[src/rtl/ball_motion_ctrl.sv]
// rtl/ball_motion_ctrl.sv - per-ball velocity controller: cushion reflection, friction and cue strikes
// Drives the ball's velocity-write port once per frame and on accepted strikes.
module ball_motion_ctrl #(
   parameter int TABLE_LEFT      = 32,
   parameter int TABLE_RIGHT     = 607,
   parameter int TABLE_TOP       = 32,
   parameter int TABLE_BOTTOM    = 447,
   parameter int BALL_SIZE       = 16,
   parameter int FRICTION_FRAMES = 40,
   parameter int FRICTION_STEP   = 1
) (
   input  logic               clk,
   input  logic               resetN,
   input  logic               startOfFrame,
   input  logic signed [10:0] topLeftPosX,
   input  logic signed [10:0] topLeftPosY,
   input  logic signed [10:0] inVelocityX,
   input  logic signed [10:0] inVelocityY,
   input  logic               strikeValid,
   input  logic signed [10:0] strikeVelX,
   input  logic signed [10:0] strikeVelY,
   output logic               velocityWriteEnable,
   output logic signed [10:0] outVelocityX,
   output logic signed [10:0] outVelocityY,
   output logic               strikeAck,
   output logic               wallHitX,
   output logic               wallHitY,
   output logic               ballStopped
);

   localparam int CNT_W = (FRICTION_FRAMES > 1) ? $clog2(FRICTION_FRAMES) : 1;
   localparam logic [CNT_W-1:0]   CNT_LAST = CNT_W'(FRICTION_FRAMES - 1);
   localparam logic signed [11:0] LEFT_E   = 12'(TABLE_LEFT);
   localparam logic signed [11:0] RIGHT_E  = 12'(TABLE_RIGHT);
   localparam logic signed [11:0] TOP_E    = 12'(TABLE_TOP);
   localparam logic signed [11:0] BOTTOM_E = 12'(TABLE_BOTTOM);
   localparam logic signed [11:0] SPAN     = 12'(BALL_SIZE - 1);
   localparam logic signed [10:0] STEP_C   = 11'(FRICTION_STEP);

   typedef enum logic [2:0] {IDLE, SAMPLE, EVAL, WRITE, STRIKE} state_t;

   state_t             state_q;
   logic [CNT_W-1:0]   frame_cnt_q;
   logic               friction_q;
   logic signed [10:0] pos_x_q, pos_y_q;
   logic signed [10:0] vel_x_q, vel_y_q;
   logic               vwe_q, ack_q, hit_x_q, hit_y_q, stopped_q;
   logic signed [10:0] out_x_q, out_y_q;

   logic signed [11:0] pos_x_ext, pos_y_ext, far_x, far_y;
   logic               hit_x_d, hit_y_d;
   logic signed [10:0] refl_x, refl_y, res_x_d, res_y_d;

   // The only negation that overflows 11 bits is -1024; clamp it to the top of range.
   function automatic logic signed [10:0] sat_neg(input logic signed [10:0] v);
      if (v == 11'sh400) return 11'sh3FF;
      return -v;
   endfunction

   function automatic logic signed [10:0] toward_zero(input logic signed [10:0] v);
      if (v > STEP_C)  return v - STEP_C;
      if (v < -STEP_C) return v + STEP_C;
      return '0;
   endfunction

   // Reflection only fires when moving into the cushion, so an overlapping ball never bounces twice.
   always_comb begin
      pos_x_ext = 12'(pos_x_q);
      pos_y_ext = 12'(pos_y_q);
      far_x     = pos_x_ext + SPAN;
      far_y     = pos_y_ext + SPAN;
      hit_x_d   = ((pos_x_ext <= LEFT_E) && (vel_x_q < 0)) || ((far_x >= RIGHT_E) && (vel_x_q > 0));
      hit_y_d   = ((pos_y_ext <= TOP_E) && (vel_y_q < 0)) || ((far_y >= BOTTOM_E) && (vel_y_q > 0));
      refl_x    = hit_x_d ? sat_neg(vel_x_q) : vel_x_q;
      refl_y    = hit_y_d ? sat_neg(vel_y_q) : vel_y_q;
      res_x_d   = friction_q ? toward_zero(refl_x) : refl_x;
      res_y_d   = friction_q ? toward_zero(refl_y) : refl_y;
   end

   always_ff @(posedge clk or negedge resetN) begin
      if (!resetN) begin
         state_q     <= IDLE;
         frame_cnt_q <= '0;
         friction_q  <= 1'b0;
         pos_x_q     <= '0;
         pos_y_q     <= '0;
         vel_x_q     <= '0;
         vel_y_q     <= '0;
         vwe_q       <= 1'b0;
         ack_q       <= 1'b0;
         hit_x_q     <= 1'b0;
         hit_y_q     <= 1'b0;
         stopped_q   <= 1'b1;
         out_x_q     <= '0;
         out_y_q     <= '0;
      end else begin
         case (state_q)
            IDLE: begin
               if (startOfFrame) begin
                  state_q <= SAMPLE;
               end else if (strikeValid && stopped_q) begin
                  state_q <= STRIKE;
                  vwe_q   <= 1'b1;
                  ack_q   <= 1'b1;
                  out_x_q <= strikeVelX;
                  out_y_q <= strikeVelY;
               end
            end
            SAMPLE: begin
               pos_x_q     <= topLeftPosX;
               pos_y_q     <= topLeftPosY;
               vel_x_q     <= inVelocityX;
               vel_y_q     <= inVelocityY;
               stopped_q   <= (inVelocityX == '0) && (inVelocityY == '0);
               friction_q  <= (frame_cnt_q == CNT_LAST);
               frame_cnt_q <= (frame_cnt_q == CNT_LAST) ? '0 : frame_cnt_q + CNT_W'(1);
               state_q     <= EVAL;
            end
            EVAL: begin
               vwe_q   <= (res_x_d != vel_x_q) || (res_y_d != vel_y_q);
               out_x_q <= res_x_d;
               out_y_q <= res_y_d;
               hit_x_q <= hit_x_d;
               hit_y_q <= hit_y_d;
               state_q <= WRITE;
            end
            WRITE: begin
               vwe_q   <= 1'b0;
               hit_x_q <= 1'b0;
               hit_y_q <= 1'b0;
               state_q <= IDLE;
            end
            STRIKE: begin
               vwe_q     <= 1'b0;
               ack_q     <= 1'b0;
               stopped_q <= (out_x_q == '0) && (out_y_q == '0);
               state_q   <= IDLE;
            end
            default: state_q <= IDLE;
         endcase
      end
   end

   assign velocityWriteEnable = vwe_q;
   assign outVelocityX        = out_x_q;
   assign outVelocityY        = out_y_q;
   assign strikeAck           = ack_q;
   assign wallHitX            = hit_x_q;
   assign wallHitY            = hit_y_q;
   assign ballStopped         = stopped_q;

endmodule

[config.mk]
export PLATFORM = sky130hd
export DESIGN_NAME = ball_motion_ctrl
export DESIGN_NICKNAME = d
export VERILOG_FILES = /design/src/rtl/ball_motion_ctrl.sv
export SDC_FILE = /design/constraint.sdc
export NUM_CORES = 1
export LEC_CHECK = 0
export ABC_CLOCK_PERIOD_IN_PS = 8000
export BUFFER_PORTS_ARGS = -buffer_cell sky130_fd_sc_hd__buf_2
export CAP_MARGIN = 25
export CELL_PAD_IN_SITES_DETAIL_PLACEMENT = 1
export CELL_PAD_IN_SITES_GLOBAL_PLACEMENT = 1
export CORE_AREA = 4 4 134 136
export DETAILED_ROUTE_END_ITERATION = 8
export DIE_AREA = 0 0 138 140
export HOLD_SLACK_MARGIN = 0.15
export MAX_ROUTING_LAYER = met4
export PLACE_DENSITY = 0.86
export RECOVER_POWER = 100
export SLEW_MARGIN = 10
export SYNTH_ARGS = -nofsm -noshare
export SYNTH_HDL_FRONTEND = slang
export SYNTH_SLANG_ARGS = --single-unit
[constraint.sdc]
create_clock -name clk -period 8 [get_ports clk]
set_clock_uncertainty 0.15 [all_clocks]
set_input_delay 1.6 -clock clk [delete_from_list [all_inputs] [get_ports clk]]
set_output_delay 1.6 -clock clk [all_outputs]
set_load 0.01 [all_outputs]
-- Word level (Yosys, flattened, before mapping)
Index checks and enable logic that the tools add are counted.
- $add $sub $neg: 9
- multipliers: 0
- div/mod/pow operators: 0
- $lt $le $gt $ge: 12
- eq/ne operators: 12
- shift-type cells: 0
- muxes and demuxes: 41
- bitwise operators: 0
- reductions and logical operators: 24
- operator list (kind ; number):
    two-way mux 11 bit ; 20
    zero test 11 bit ; 4
    < comparator 11 x 1 -> 1 bit (second input constant) ; 4
    case mux 11 bit (2 select lines) ; 2
    adder 11 x 5 -> 12 bit (second input constant) ; 2
    adder 11 x 2 -> 11 bit (second input constant) ; 2
    equality test 11 bit (second input constant) ; 2
    > comparator 11 x 1 -> 1 bit (second input constant) ; 2
    > comparator 11 x 2 -> 1 bit (second input constant) ; 2
    <= comparator 11 x 7 -> 1 bit (second input constant) ; 2
    inequality test 11 bit ; 2
    negation 11 bit ; 2
    subtractor 11 x 2 -> 11 bit (second input constant) ; 2
    greater-or-equal comparator 12 x 10 -> 1 bit (second input constant) ; 1
    greater-or-equal comparator 12 x 11 -> 1 bit (second input constant) ; 1
    two-way mux 1 bit ; 10
    case mux 3 bit (3 select lines) ; 1
    AND reduction 3 bit ; 3
    case mux 1 bit (2 select lines) ; 4
    nonzero test 2 bit ; 4
    logical AND 1 bit ; 7
    adder 6 x 1 -> 6 bit (second input constant) ; 1
    equality test 3 x 2 -> 1 bit (second input constant) ; 2
    equality test 6 bit (second input constant) ; 1
    other kinds (11) ; 15
- register bits after elaboration: 81
- latch bits: 0
- memory bits (writable): 0
- memory bits (read-only): 0
- bits of input ports: 70
- output and inout port bits: 27
- logic and storage cells: 112
- memories kept: 0

-- Longest topological paths before layout
- depth after elaboration: 14
- depth in mapped cells: 20

-- Worst setup path before layout
Ideal clock, no wire load.
- kind: register to register
- start point: register vel_y_q[0]
- end point: register vwe_q (netlist: velocityWriteEnable)
- data arrival time: 4.043 ns
- data required time: 7.705 ns
- setup slack: 3.662 ns
- stages on the path, launching flop included: 18
- clock period less this slack: 4.338 ns
- cells stage by stage: dfrtp_1 > inv_1 > ha_1 > buf_4 > or4b_4 > or3_1 > buf_2 > a21o_1 > buf_2 > a211o_1 > a21oi_2 > a32oi_1 > o2111a_1 > or4_1 > a22oi_1 > nand4_1 > nor4_1 > a41oi_1
- word-level cells in the longest chain between the ends: 13
- elaborated cells on any way between the ends: 25
- RTL lines (what ; RTL line ; text):
    start: declaration ; 46 ; logic signed [10:0] vel_x_q, vel_y_q;
    start signal: assignment ; 113 ; vel_y_q <= inVelocityY;
    < comparator 11 x 1 -> 1 bit (tied with other cells) ; 73 ; hit_y_d = ((pos_y_ext <= TOP_E) && (vel_y_q < 0)) || ((far_y >= BOTTOM_E) && (vel_y_q > 0));
    logical AND 1 bit or two-way mux 1 bit (tied branches) ; 73, 56 ;
    logical OR 1 bit or two-way mux 11 bit (tied branches) ; 73, 57 ;
    two-way mux 11 bit ; 75 ; refl_y = hit_y_d ? sat_neg(vel_y_q) : vel_y_q;
    subtractor 11 x 2 -> 11 bit or < comparator 11 x 1 -> 1 bit (tied branches) ; 61, 62 ;
    two-way mux 11 bit or two-way mux 1 bit (tied branches) ; 61, 62 ;
    two-way mux 11 bit or two-way mux 1 bit (tied branches) ; 62 ; if (v < -STEP_C) return v + STEP_C;
    two-way mux 11 bit ; 63 ; return '0;
    two-way mux 11 bit ; 62 ;
    two-way mux 11 bit ; 77 ; res_y_d = friction_q ? toward_zero(refl_y) : refl_y;
    inequality test 11 bit (*) ; 120 ; vwe_q <= (res_x_d != vel_x_q) || (res_y_d != vel_y_q);
    logical OR 1 bit (*) ; 120 ;
    case mux 1 bit (3 select lines) (*) ; 97 ; case (state_q)
    end signal: assignment ; 120 ;
    end: declaration ; 47 ; logic vwe_q, ack_q, hit_x_q, hit_y_q, stopped_q;
Mark *: on every way between the ends. The rest lies on a longest branch, timed or not. The select of a mux whose other input is x is not followed.
A chain may end at the register's enable or synchronous reset.

-- Worst setup path after layout
Ends and elaborated chain as after synthesis.

==> qor.yml <==
via_per_inst: 6.32
synth_xor_area_frac: 0.0172
initial_core_util: 0.391
placed_area_um2: 7240
async_flop_share: 1.00
n_fill_cell: 2194
endpoint: "velocityWriteEnable"
crit_required_ns: 8.05
total_leakage_power_nw: 3.09
regArea_um2: 2030
synth_seq_area_share: 0.306
crit_path_max_fanout: 10
vias: 7533
path_cells: "inv_1 -> ha_1 -> or4b_1 -> or3_1 -> a21oi_1 -> o21ai_0 -> a211oi_1 -> a32oi_1 -> o21ai_0 -> o221ai_1 -> xor2_1 -> a22o_1 -> nor3_1 -> a41oi_1"
syn_avg_cell_area_um2: 7.34
swShare: 0.565
internal_power_mw: 1.77
r2r_cells: 14
yosys-top-cells-area: "dfrtp_1 30%, nand2_1 11%, o21ai_0 6.3%"
p_seq_frac: 0.230
synth.most_common_cell: "nand2_1"
synthAdderAreaFrac: 0.0170
crit_path_top_delay_cell: "o21ai_0"
fp.dieW_um: 138
p_per_area_nw_per_um2: 543
crit_path_max_incr_delay_ns: 0.91
grt_max_degree: 72
grt_pass1_wl_mm: 42.6
cts_buffer_depth: 2
drt_first_pass_iters: 6
cts.sinks: 81
drtIter0Drc: 691
path_common_cell: "o21ai_0"
grt_pass1_vias: 7440
insertion_delay_ns: 0.35
wirelength_mm: 26.6
hpwl_mm: 20.3
yosys.area.top_type: "dfrtp_1"
gp_congestion: 1.04
yosys-mux-area-fraction: 0.00925
hold_class: "reg -> reg"
htree_levels: 3
setup.worst_path.start_class: "flop"
timing.fmax_mhz: 161
synth-edff-count: 0
fin_crit_sh: 0.777
overflow: 0
core_um2: 16900
ys.flop_type: "dfrtp_1"
cp-startpoint: "vel_y_q[0]"
whs_ns: 0.328
drc_errors: 0
fin_crit_ns: 6.22
post_cts_buffers: 0
multi_input_area_um2: 4290
die_height_um: 140
cp.arrival_ns: 6.27
wire_per_inst_um: 22.3
peakVddDrop_mv: 0.180
yosysWarningCount: 0
cts.repair.resized: 0
hold_viol: 0
post-place-ws_ns: 2.44
numCtsBuffers: 9
r2r-end: "velocityWriteEnable"
setup_violations: 0
syn-num-nets: 982
p_clk_frac: 0.113
port_buffers: 96
areaGrowthSynthToFinish_pct: 12.9
path_clk_slew_ns: 0.06
syn_area_um2: 6630
r2r_slack_ns: 1.78
total_power_mw: 4.07
violations: "capacitance limit, slew limit"
drv_cap: 3
synth_top_area_frac: 0.302
synth_common_cells: "200 x nand2_1, 83 x o21ai_0, 80 x dfrtp_1"
drive_gt1_frac: 0.114
synth_top_family_by_area: "simple AND/OR/NAND/NOR gates"
cts_hold_buffers: 0
diodes: 0
synth_cell_type_count: 81
worstSetupPathType: "reg -> reg"
tns_ns: 0
setup_slack_ns: 1.78
syn_inst: 903
final_cell_area_um2: 7480
maxSlewViolCount: 174
synth.ff_latch_count: 81
status: "complete, but fails checks"
rows: 48
die_area_um2: 19300
root_buffer: "clkbuf_16"
r2r_start: "vel_y_q[0]"
max_slew_margin: -1.60
antenna_left: 0
synth-simple-area-share: 0.315
num_io_pins: 97
p_sw_mw: 2.30
critPathCaptureType: "flop"
antenna_found_initial: 0
rsz0062_at_grt: "false"
tightest_slew_ns: 3.90
comb_power_share: 0.657
track_usage: 0.277
tritoncts: "built"
layout.nets: 1041
synth-compound-area-share: 0.293
-- layer usage --
layer  global-route usage  vias up  part of all wire
met5                    -        -                 0
met4               0.0702        0             0.019
met3               0.0376       40             0.068
met2                0.425      319              0.45
met1                0.389     3674              0.46
li1                     -     3500                 -
-- cell type report --
class	count	area share
Clock buffer	10	0.0319
Clock inverter	6	0.0120
Inverter	17	0.00853
Multi-Input combinational cell	749	0.573
Sequential cell	81	0.271
Tap cell	225	0.0376
Timing Repair Buffer	104	0.0659
-- cells by family (layout without fill, tap and decap cells) --
kind of cell             after synthesis  in the layout
buffers and inverters                 73            137
XOR/XNOR                              13             13
flip-flops                            81             81
multiplexers                           6              6
adder cells (fa/ha/maj)                9              9
AND/OR/NAND/NOR                      434            434
AO/OA/AOI/OAI                        287            287
-- cell usage in the layout (no fill, tap or decap), types with 7 or more instances in the layout --
master     synthesis  routed
o21a_1             7       7
inv_1             16      16
buf_2              5      67
o22ai_1           15      15
a21oi_1           37      39
xnor2_1            8       8
nor4_1            24      24
a211oi_1          13      13
a21o_1            10      10
a22oi_1            7       7
nand4_1           15      15
nand3_1           34      34
o211ai_1          11      11
o21ai_0           83      85
nor2_1            53      53
nor3_1            28      28
clkbuf_16          0       9
a31oi_1           13      13
nand2_1          200     200
a32oi_1            6       7
dfrtp_1           80      80
or3_1             11      11
ha_1               9       9
and3_1            13      13
or4_1             10      10
clkbuf_1          47      32
-- worst min path at each step --
stage,cells after the start,from,endpoint,slack (ns)
after global placement,2,pos_x_q[2],pos_x_q[2],0.30
after global routing,2,pos_x_q[1],pos_x_q[1],0.35
after floorplan,2,pos_x_q[0],pos_x_q[0],0.29
after CTS,2,pos_x_q[3],pos_x_q[3],0.33
final,2,pos_x_q[3],pos_x_q[3],0.33
after detailed placement,2,pos_x_q[3],pos_x_q[3],0.31
-- state kept, by name (all words and copies together), names as in the netlist --
signal	cells
friction_q	1
wallHitY	1
vel_x_q	11
wallHitX	1
pos_x_q	11
state_q	3
outVelocityX	11
velocityWriteEnable	1
ballStopped	1
strikeAck	1
pos_y_q	11
vel_y_q	11
outVelocityY	11
frame_cnt_q	6
-- power groups by stage --
stage                     logic, mW  clock network (mW)  registers [mW]
after floorplan                1.95                   0           0.763
after global placement         2.60                   0           0.911
after detailed placement       2.64                   0           0.930
after CTS                      2.66               0.470           0.923
after global routing           2.94               0.486           0.969
final                          2.67               0.461           0.934
-- through the flow --
stage | utilization | cells
2_1_floorplan | - | 903
6_report | 0.442 | 1192
4_1_cts | 0.447 | 1192
3_5_place_dp | 0.427 | 1176
5_1_grt | 0.442 | 1192
3_3_place_gp | 0.427 | 1176
-- worst max-delay path: cells and delay by family, from the launching register on --
family	cells	cell delay, ns
compound gates	8	3.49
xor+xnor	1	0.21
fa+ha+maj	1	0.35
buf+inv	1	0.15
flops	1	0.49
simple gates	3	1.22
No activity file was read; power rests on OpenSTA's default activity.
